## src/rtl/clk_enable_scheduler_if.sv

```systemverilog
// Control/status bundle for clk_enable_scheduler: run request, divisor write
// handshake, and the divided-clock outputs.
interface clk_enable_scheduler_if #(
  parameter int unsigned CNT_W = 28
);
  logic             run;
  logic             cfg_valid;
  logic [CNT_W-1:0] cfg_div;
  logic             cfg_ready;
  logic             cfg_err;
  logic             out_clk;
  logic             tick;
  logic             running;
  logic [CNT_W-1:0] cur_div;

  modport master (
    output run, cfg_valid, cfg_div,
    input  cfg_ready, cfg_err, out_clk, tick, running, cur_div
  );

  modport slave (
    input  run, cfg_valid, cfg_div,
    output cfg_ready, cfg_err, out_clk, tick, running, cur_div
  );
endinterface

```

## src/rtl/clk_enable_scheduler.sv

```systemverilog
// Programmable half-period divider with glitch-free start/stop and divisor
// changes deferred to full-period boundaries; emits a square wave and a tick.
module clk_enable_scheduler #(
  parameter int unsigned CNT_W       = 28,
  parameter int unsigned DEFAULT_DIV = 2
) (
  input  logic                   in_clk,
  input  logic                   reset,
  clk_enable_scheduler_if.slave  bus
);

  localparam logic [1:0] ST_STOP = 2'd0;
  localparam logic [1:0] ST_RUN  = 2'd1;
  localparam logic [1:0] ST_PEND = 2'd2;

  logic [1:0]       state, state_nxt;
  logic [CNT_W-1:0] count, count_nxt;
  logic [CNT_W-1:0] div_q, div_nxt;
  logic [CNT_W-1:0] pend_q, pend_nxt;
  logic             out_q, out_nxt;
  logic             tick_q, tick_nxt;
  logic             err_q, err_nxt;
  logic             ready_q, ready_nxt;
  logic             running_q, running_nxt;

  logic             accept, wr_ok, wrap, fall;
  logic [CNT_W-1:0] stop_div;

  always_ff @(posedge in_clk) begin
    if (reset) begin
      state     <= ST_STOP;
      count     <= '0;
      div_q     <= CNT_W'(DEFAULT_DIV);
      pend_q    <= '0;
      out_q     <= 1'b0;
      tick_q    <= 1'b0;
      err_q     <= 1'b0;
      ready_q   <= 1'b1;
      running_q <= 1'b0;
    end else begin
      state     <= state_nxt;
      count     <= count_nxt;
      div_q     <= div_nxt;
      pend_q    <= pend_nxt;
      out_q     <= out_nxt;
      tick_q    <= tick_nxt;
      err_q     <= err_nxt;
      ready_q   <= ready_nxt;
      running_q <= running_nxt;
    end
  end

  always_comb begin
    state_nxt = state;
    count_nxt = count;
    div_nxt   = div_q;
    pend_nxt  = pend_q;
    out_nxt   = out_q;
    tick_nxt  = 1'b0;

    // ready_q is registered from the next state, so it tracks state != PEND
    accept   = bus.cfg_valid && ready_q;
    wr_ok    = accept && (bus.cfg_div != '0);
    err_nxt  = accept && (bus.cfg_div == '0);
    wrap     = (count == div_q - CNT_W'(1));
    fall     = wrap && out_q;
    // Divisor to install when stopping: a deferred write wins over the current one
    stop_div = (state == ST_PEND) ? pend_q : (wr_ok ? bus.cfg_div : div_q);

    case (state)
      ST_STOP: begin
        count_nxt = '0;
        out_nxt   = 1'b0;
        if (wr_ok) div_nxt = bus.cfg_div;
        if (bus.run) state_nxt = ST_RUN;
      end
      ST_RUN, ST_PEND: begin
        if (!bus.run && !out_q) begin
          state_nxt = ST_STOP;
          count_nxt = '0;
          out_nxt   = 1'b0;
          div_nxt   = stop_div;
        end else begin
          count_nxt = wrap ? '0 : count + CNT_W'(1);
          out_nxt   = wrap ? ~out_q : out_q;
          tick_nxt  = wrap && !out_q;
          if (fall && !bus.run) begin
            state_nxt = ST_STOP;
            div_nxt   = stop_div;
          end else if (fall && (state == ST_PEND)) begin
            state_nxt = ST_RUN;
            div_nxt   = pend_q;
          end else if ((state == ST_RUN) && wr_ok) begin
            state_nxt = ST_PEND;
            pend_nxt  = bus.cfg_div;
          end
        end
      end
      default: begin
        state_nxt = ST_STOP;
        count_nxt = '0;
        out_nxt   = 1'b0;
      end
    endcase

    ready_nxt   = (state_nxt != ST_PEND);
    running_nxt = (state_nxt != ST_STOP);
  end

  assign bus.cfg_ready = ready_q;
  assign bus.cfg_err   = err_q;
  assign bus.out_clk   = out_q;
  assign bus.tick      = tick_q;
  assign bus.running   = running_q;
  assign bus.cur_div   = div_q;

endmodule
```

## src/flat_wrapper.sv

```systemverilog
// flat-port wrapper written by rule: the top's interface ports become plain ports
module clk_enable_scheduler_flat 
#(
  parameter int unsigned CNT_W       = 28,
  parameter int unsigned DEFAULT_DIV = 2
)
  (in_clk, reset, bus_run, bus_cfg_valid, bus_cfg_div, bus_cfg_ready, bus_cfg_err, bus_out_clk, bus_tick, bus_running, bus_cur_div);
  clk_enable_scheduler_if #(.CNT_W(CNT_W)) bus_i ();
  input  logic in_clk;
  input  logic reset;
  input wire logic [$bits(bus_i.run)-1:0] bus_run;
  input wire logic [$bits(bus_i.cfg_valid)-1:0] bus_cfg_valid;
  input wire logic [$bits(bus_i.cfg_div)-1:0] bus_cfg_div;
  output wire logic [$bits(bus_i.cfg_ready)-1:0] bus_cfg_ready;
  output wire logic [$bits(bus_i.cfg_err)-1:0] bus_cfg_err;
  output wire logic [$bits(bus_i.out_clk)-1:0] bus_out_clk;
  output wire logic [$bits(bus_i.tick)-1:0] bus_tick;
  output wire logic [$bits(bus_i.running)-1:0] bus_running;
  output wire logic [$bits(bus_i.cur_div)-1:0] bus_cur_div;
  assign bus_i.run = bus_run;
  assign bus_i.cfg_valid = bus_cfg_valid;
  assign bus_i.cfg_div = bus_cfg_div;
  assign bus_cfg_ready = bus_i.cfg_ready;
  assign bus_cfg_err = bus_i.cfg_err;
  assign bus_out_clk = bus_i.out_clk;
  assign bus_tick = bus_i.tick;
  assign bus_running = bus_i.running;
  assign bus_cur_div = bus_i.cur_div;
  clk_enable_scheduler #(.CNT_W(CNT_W), .DEFAULT_DIV(DEFAULT_DIV)) u_core (.in_clk(in_clk), .reset(reset), .bus(bus_i));
endmodule
```

## config.mk

```make
export PLATFORM = sky130hd
export DESIGN_NAME = clk_enable_scheduler_flat
export DESIGN_NICKNAME = d
export VERILOG_FILES = /design/src/rtl/clk_enable_scheduler_if.sv /design/src/rtl/clk_enable_scheduler.sv /design/src/flat_wrapper.sv
export SDC_FILE = /design/constraint.sdc
export NUM_CORES = 1
export LEC_CHECK = 0
export BUFFER_PORTS_ARGS = -buffer_cell sky130_fd_sc_hd__buf_2
export CAP_MARGIN = 10
export CORE_ASPECT_RATIO = 2
export CORE_MARGIN = 2
export CORE_UTILIZATION = 30
export DETAILED_ROUTE_END_ITERATION = 16
export GPL_TIMING_DRIVEN = 0
export HOLD_SLACK_MARGIN = 0.06
export PLACE_DENSITY_LB_ADDON = 0.1
export REMOVE_ABC_BUFFERS = 1
export SLEW_MARGIN = 25
export SYNTH_ARGS = -nofsm -noshare
export SYNTH_HDL_FRONTEND = slang
export SYNTH_SLANG_ARGS = --single-unit
export TNS_END_PERCENT = 100
```

## constraint.sdc

```tcl
create_clock -name in_clk -period 3.9 [get_ports in_clk]
set_clock_uncertainty 0.05 [all_clocks]
set_input_delay 0.39 -clock in_clk [delete_from_list [all_inputs] [get_ports in_clk]]
set_output_delay 0.39 -clock in_clk [all_outputs]
set_load 0.05 [all_outputs]
```

==> results.md, run 1 <==
* Syn avg cell area at 8.15 µm²
* Pre-Repair DR Iteration Count at 4
* Cell Pwr Density at 406 nW/µm²
* Worst R2R End: u_core.pend_q[23]
* Maximum VDD drop at 226 µV
* Element type at the critical path end: register
* Synth cell types at 64
* Final-stage net count at between 700 and 800
* Post-route cell area at 6180 µm²
* Initial core utilization at 0.304
* DRT iter0 DRCs at 216
* Largest family of logic cells by synthesized area: simple AND/OR/NAND/NOR gates
* #FFs+latches synth at 91
* GRT Total Usage at 0.186
* Slowest stage delay, CP at 640 ps
* Slew HR at 0.399
* Final Core Density at 0.360
* Pin count of the biggest net entering global routing at 35
* M2 GR Usage at 0.351
* Cts bufs inserted at 9
* Share of cells above drive strength 1 at 0.192
* Final setup violation count at 0
* Cells along the critical path: or4_4 -> nor4_4 -> buf_4 -> nand2_1 -> a221o_1 -> a22oi_2 -> nor2_4 -> a31oi_4 -> buf_16 -> buf_8 -> mux2i_1 -> nor2_1
* Ys async rst share at 0
* Number of routed nets with antenna violations at 0
* DRT Wirelength at 16900 µm
* Synth Area in Compound Gates at 0.159
* Period utilization at 0.944
* Grt met1 use at 0.198
* Peak Freq at 272 MHz
* I/O pins at 65
* Critical path peak fanout at 14
* Max cap viols at 0
* Yosys top cell area share at 0.349
* Drt wl/cell at 18.8 µm
* Drt drc at 0
* Worst EP arrival at 3840 ps
* Post-Layout Cell Count at 896
* FF-to-FF path depth at 12
* Vias/cell at 5.41
* Worst-path clk slew at 80 ps
* Initial antenna violation count at 0
* Mapped Area at approximately 5200 µm²
* Delay-heaviest family, CP: simple AND/OR/NAND/NOR gates
* Critical path required time at between 4000 and 5000 ps
* Vias at 4843
* Clock tree buffer depth at 2
* Crit path to: u_core.pend_q[23]
* PortBufs at 64
* Gpl congestion at 0.862
* Vias in the first global route at between 4000 and 5000
* Critical Path Start: u_core.bus.cur_div[8]
* Register area share after synthesis at 0.349
* Die X at 97.2 µm
* R2R Setup Slk at 220 ps
* First-pass GRT wire length at 26800 µm
* Met3 Usage GRT at 0.0231
* Area contributors post-synth: dfxtp_1 (35%), nor2_1 (7.0%), mux2i_1 (5.8%), nand2_1 (5.5%), xor2_1 (5.5%)
* GRT Max-Usage Layer: met2
* DIE AREA at 18500 µm²
* Critical path class: register to register
* Max-slew violations at 0
* CP Depth at 12
* Warnings from Yosys at 0
* CTS Sinks at between 90 and 100
* Top FF cell, synth: dfxtp_1
* Clock tree from TritonCTS: built
* # rows at 68
* Worst path bufs/invs at 3
* Clock Tree Root: clkbuf_16
* Status: finished clean
* Worst-Skew Late Latency at 350 ps
* Placed cell area at ~5700 µm²
* Cell accounting for the most synthesized area: dfxtp_1
* Htree depth at 3
* CP Launch Type: register
* Number of synthesized flops with an enable pin at 0
* Worst Tran Pin Value at 892 ps
* RR Startpoint: u_core.bus.cur_div[8]
* Placeable core area at 17200 µm²
* Hold-fix buffers, CTS at 0
* Post-synthesis mux area share at 0.0576
* Remaining global-route overflow at 0
* Min-Delay Path Class: primary input to register
* Dpl cells at 868
* WHS Path Cells at 3
* Leakage power at 0.00236 µW
* Min Tclk post-route at 3680 ps
* Hold Vio Cnt, Final at 0
* CP max-delay cell: or4_4
* Xor/xnor share of the synthesized area at 0.0991
* Post-synthesis adder-cell area fraction at 0.0144
* Layout area overhead at 18.5%
* Syn Inst Count at 640
* Post-synthesis simple-gate area fraction at 0.270
* Die H at 190 µm
* Antenna fix cells at 0
* Post-DP HPWL at approximately 12000 µm
-- report_power, final --
group | internal (µW) | switching [µW]
clock | 436 | 414
combinational | 219 | 393
sequential | 964 | 85.1
-- cell usage after synthesis, types with 18 or more instances --
master	n
nor2_1	97
dfxtp_1	91
nand2_1	77
clkbuf_1	33
xor2_1	33
a31oi_1	31
mux2i_1	30
a22o_1	26
xnor2_1	26
nor4_1	22
nor3_1	19
nand3_1	18
-- flip-flops by register name, indices dropped and copies added, names as in the netlist --
name                  flops
u_core.bus.cur_div       28
u_core.count             28
u_core.pend_q            28
u_core.state              2
u_core.bus.cfg_err        1
u_core.bus.cfg_ready      1
u_core.bus.out_clk        1
u_core.bus.running        1
u_core.bus.tick           1
-- worst reg2reg max path: stages (launching register included) --
cell	delay (ps)
dfxtp_1	470
or4_4	640
nor4_4	260
buf_4	190
nand2_1	110
a221o_1	360
a22oi_2	360
nor2_4	160
a31oi_4	280
buf_16	200
buf_8	190
mux2i_1	210
nor2_1	50
-- area by class of cell --
class	count	area, µm²
Multi-Input combinational cell	492	3300
Clock inverter	6	50.0
Timing Repair Buffer	79	492
Clock buffer	9	225
Inverter	9	33.8
Tap cell	210	263
Sequential cell	91	1820
Fill cell	1855	11000
-- repair_timing --
action                                  in CTS  in global routing
buffers inserted                             6                  5
pin swaps                                    4                  4
resized for setup                           13                  9
gates cloned                                 2                  0
endpoints found under the setup margin      88                 79
-- layer usage --
metal / up-vias / wire, µm
li1: 2367 / -
met5: - / 0
met1: 2354 / 6520
met2: 95 / 9320
met3: 27 / 397
met4: 0 / 626
-- cell usage in the layout, fill, tap and decap left out, types with 5 or more instances in the layout --
master | Yosys | routed
a21oi_1 | 5 | 5
buf_4 | 2 | 10
clkbuf_16 | 0 | 9
o21ai_0 | 9 | 9
nor4_1 | 22 | 20
xor2_1 | 33 | 33
dfxtp_1 | 91 | 90
nand2_1 | 77 | 76
nand4_1 | 9 | 9
a22o_1 | 26 | 26
nor3_1 | 19 | 18
buf_2 | 10 | 64
and3_1 | 8 | 8
a31oi_1 | 31 | 30
nand3_1 | 18 | 18
nor2_1 | 97 | 95
xnor2_1 | 26 | 26
inv_1 | 9 | 9
ha_1 | 6 | 5
or4_1 | 5 | 5
mux2i_1 | 30 | 30
-- through the flow --
| step | setup WS, ps | setup TNS [ps] | hold WS [ps] | power (µW) |
|---|---|---|---|---|
| 6_report | 219 | 0 | 247 | 2510 |
| 4_1_cts | 20.5 | 0 | 237 | 2530 |
| 3_5_place_dp | -789 | -52970 | 426 | 1630 |
| 5_1_grt | -4.89 | -4.89 | 251 | 2630 |
| 2_1_floorplan | -1110 | -31180 | 401 | 1440 |
| 3_3_place_gp | -2820 | -121460 | 417 | 1620 |
-- logic make-up (layout without fill, tap and decap cells) --
group                      Yosys count  in the layout
AOI/OAI and AO/OA                  111            112
xor gates and xnor gates            59             59
adders and majority gates            6              6
buffers and inverters               59            103
DFF                                 91             91
muxes                               30             30
and+or+nand+nor                    284            285
-- worst min path at each step --
stage,from,to,slack [ps]
6_report,bus_cfg_div[9],u_core.pend_q[9],250
5_1_grt,bus_cfg_div[20],u_core.pend_q[20],250
4_1_cts,bus_cfg_div[9],u_core.pend_q[9],240
3_5_place_dp,u_core.pend_q[27],u_core.pend_q[27],430
3_3_place_gp,u_core.pend_q[27],u_core.pend_q[27],420
2_1_floorplan,u_core.count[0],u_core.count[0],400
Note: power is estimated with default switching activity, not from simulation.
==> run 2, diff against run 1 <==
--- a/config.mk
+++ b/config.mk
@@ -6,7 +6,6 @@
 export NUM_CORES = 1
 export LEC_CHECK = 0
 export BUFFER_PORTS_ARGS = -buffer_cell sky130_fd_sc_hd__buf_2
-export CAP_MARGIN = 10
 export CORE_ASPECT_RATIO = 2
 export CORE_MARGIN = 2
 export CORE_UTILIZATION = 30
@@ -14,6 +13,7 @@
 export GPL_TIMING_DRIVEN = 0
 export HOLD_SLACK_MARGIN = 0.06
 export PLACE_DENSITY_LB_ADDON = 0.1
+export RECOVER_POWER = 25
 export REMOVE_ABC_BUFFERS = 1
 export SLEW_MARGIN = 25
 export SYNTH_ARGS = -nofsm -noshare
==> run 2 against run 1 <==
  * Die area is the same
  * Sequential share of layout area grew 0.18 points
  * Count of clock-buffer cells in the layout unchanged
  * Critical path depth did not move
  * Hold slack barely moved
  * Critical endpoint unchanged
  * Highest routed layer unchanged
==> results.md, run 2 (synthesized netlist as in run 1, its figures left out) <==
* Status: finished clean
* Final-stage net count at 720
* Antenna fix cells at 0
* Worst-path clk slew at 70 ps
* Clock Tree Root: clkbuf_16
* Initial antenna violation count at 0
* Remaining global-route overflow at 0
* Dpl cells at 868
* Gpl congestion at 0.862
* Final Hold Slack at 248 ps
* Worst EP arrival at 3840 ps
* Most frequent cells in the layout: nor2_1 (95), dfxtp_1 (90), nand2_1 (76)
* Fill cells at about 1900
* Pin count of the biggest net entering global routing at 35
* Max-slew violations at 0
* RR Startpoint: u_core.bus.cur_div[8]
* Leading cell type in the layout, fill and taps excluded: nor2_1
* # rows at 68
* Drt wl/cell at between 15 and 20 µm
* Critical path peak fanout at 14
* Min-Delay Path Class: primary input to register
* CP Launch Type: register
* Element type at the critical path end: register
* Slew HR at 0.391
* Vias in the first global route at 4868
* Vias/cell at approximately 5.4
* Worst R2R End: u_core.pend_q[23]
* DIE AREA at 18500 µm²
* Worst Tran Pin Value at 905 ps
* Post-route cell area at 6150 µm²
* CTS Sinks at 91
* Layout area overhead at 17.8%
* Die X at approximately 97 µm
* WHS Path Cells at 3
* Placeable core area at 17200 µm²
* Period utilization at 0.944
* Min-Delay Endpoint: u_core.pend_q[20]
* Placed cell area at 5690 µm²
* First-pass GRT wire length at around 27000 µm
* Final setup violation count at 0
* Multi-input logic area at around 3300 µm²
* Smallest setup slack after layout at 217 ps
* Pre-Repair DR Iteration Count at 4
* Post-DP HPWL at between 10000 and 15000 µm
* Cell Pwr Density at ~400 nW/µm²
* Leakage power at 0.00225 µW
* Critical path required time at 4060 ps
* PortBufs at 64
* Critical path class: register to register
* R2R Setup Slk at 220 ps
* Initial core utilization at 0.304
* FF-to-FF path depth at 12
* Peak Freq at 272 MHz
* Hold_sp: bus_cfg_div[20]
* Share of cells above drive strength 1 at 0.149
* Die H at 190 µm
* Drt drc at 0
* Cts bufs inserted at 9
* Clock tree buffer depth at 2
* Min Tclk post-route at 3680 ps
* Final TNS setup at 0 ps
* Worst-Skew Late Latency at 350 ps
* Hold-fix buffers, CTS at 0
* Hold Vio Cnt, Final at 0
* Number of routed nets with antenna violations at 0
* Place WS at -789 ps
* Htree depth at 3
* GRT Total Usage at 0.186
* Post-Layout Cell Count at 896
* I/O pins at 65
* Vias at 4848
* DRT iter0 DRCs at ~190
* DRT Wirelength at roughly 17000 µm
* Reg area at 1820 µm²
* Maximum VDD drop at 227 µV
* Max cap viols at 0
* Clock tree from TritonCTS: built
[run 2: cell type report]
cell class | instances | area share
Clock inverter | 6 | 0.00814
Inverter | 9 | 0.00550
Clock buffer | 9 | 0.0366
Tap cell | 210 | 0.0428
Sequential cell | 91 | 0.297
Multi-Input combinational cell | 492 | 0.536
Timing Repair Buffer | 79 | 0.0739
[run 2: worst max-delay path by stage]
stage | end | depth (start not counted) | slack [ps] | startpoint
after CTS | u_core.pend_q[23] | 14 | 20 | u_core.bus.cur_div[0]
after global placement | u_core.pend_q[23] | 9 | -2820 | bus_cfg_div[22]
after floorplan | u_core.pend_q[0] | 11 | -1110 | u_core.bus.cur_div[0]
after detailed placement | u_core.bus.cur_div[27] | 11 | -790 | u_core.bus.cur_div[0]
after global routing | u_core.count[24] | 12 | -5 | u_core.bus.cur_div[8]
final | u_core.pend_q[23] | 12 | 220 | u_core.bus.cur_div[8]
[run 2: power by group]
part	total (µW)	switching, µW	internal [µW]	leakage, µW
registers	1050	86.8	964	0.000740
logic	606	394	212	0.00138
clock network	848	412	436	0.000129
[run 2: worst max-delay path, stage by stage, from the launching register on]
cell	delay, ps
dfxtp_1	470
or4_4	640
nor4_4	260
buf_4	190
nand2_1	110
a221o_1	360
a22oi_2	360
nor2_4	160
a31oi_4	280
buf_16	200
buf_8	180
mux2i_1	200
nor2_1	50
[run 2: metrics by stage]
stage | power [µW] | utilization
global route | 2630 | 0.358
detailed placement | 1630 | 0.331
global placement | 1620 | 0.324
finish | 2500 | 0.358
floorplan | 1440 | -
CTS | 2530 | 0.355
[run 2: timing repair]
| action | CTS | global route |
|---|---|---|
| gates cloned | 2 | 0 |
| buffers inserted | 6 | 5 |
| resized for setup | 13 | 9 |
| setup endpoints to repair | 88 | 79 |
| pin swaps | 4 | 4 |
[run 2: routing by layer]
layer | share of wire | vias to the layer above | GRT usage
met5 | 0 | - | 0
met4 | 0.040 | 0 | 0.0988
met3 | 0.025 | 29 | 0.0231
met2 | 0.55 | 99 | 0.351
met1 | 0.39 | 2356 | 0.198
li1 | - | 2364 | -
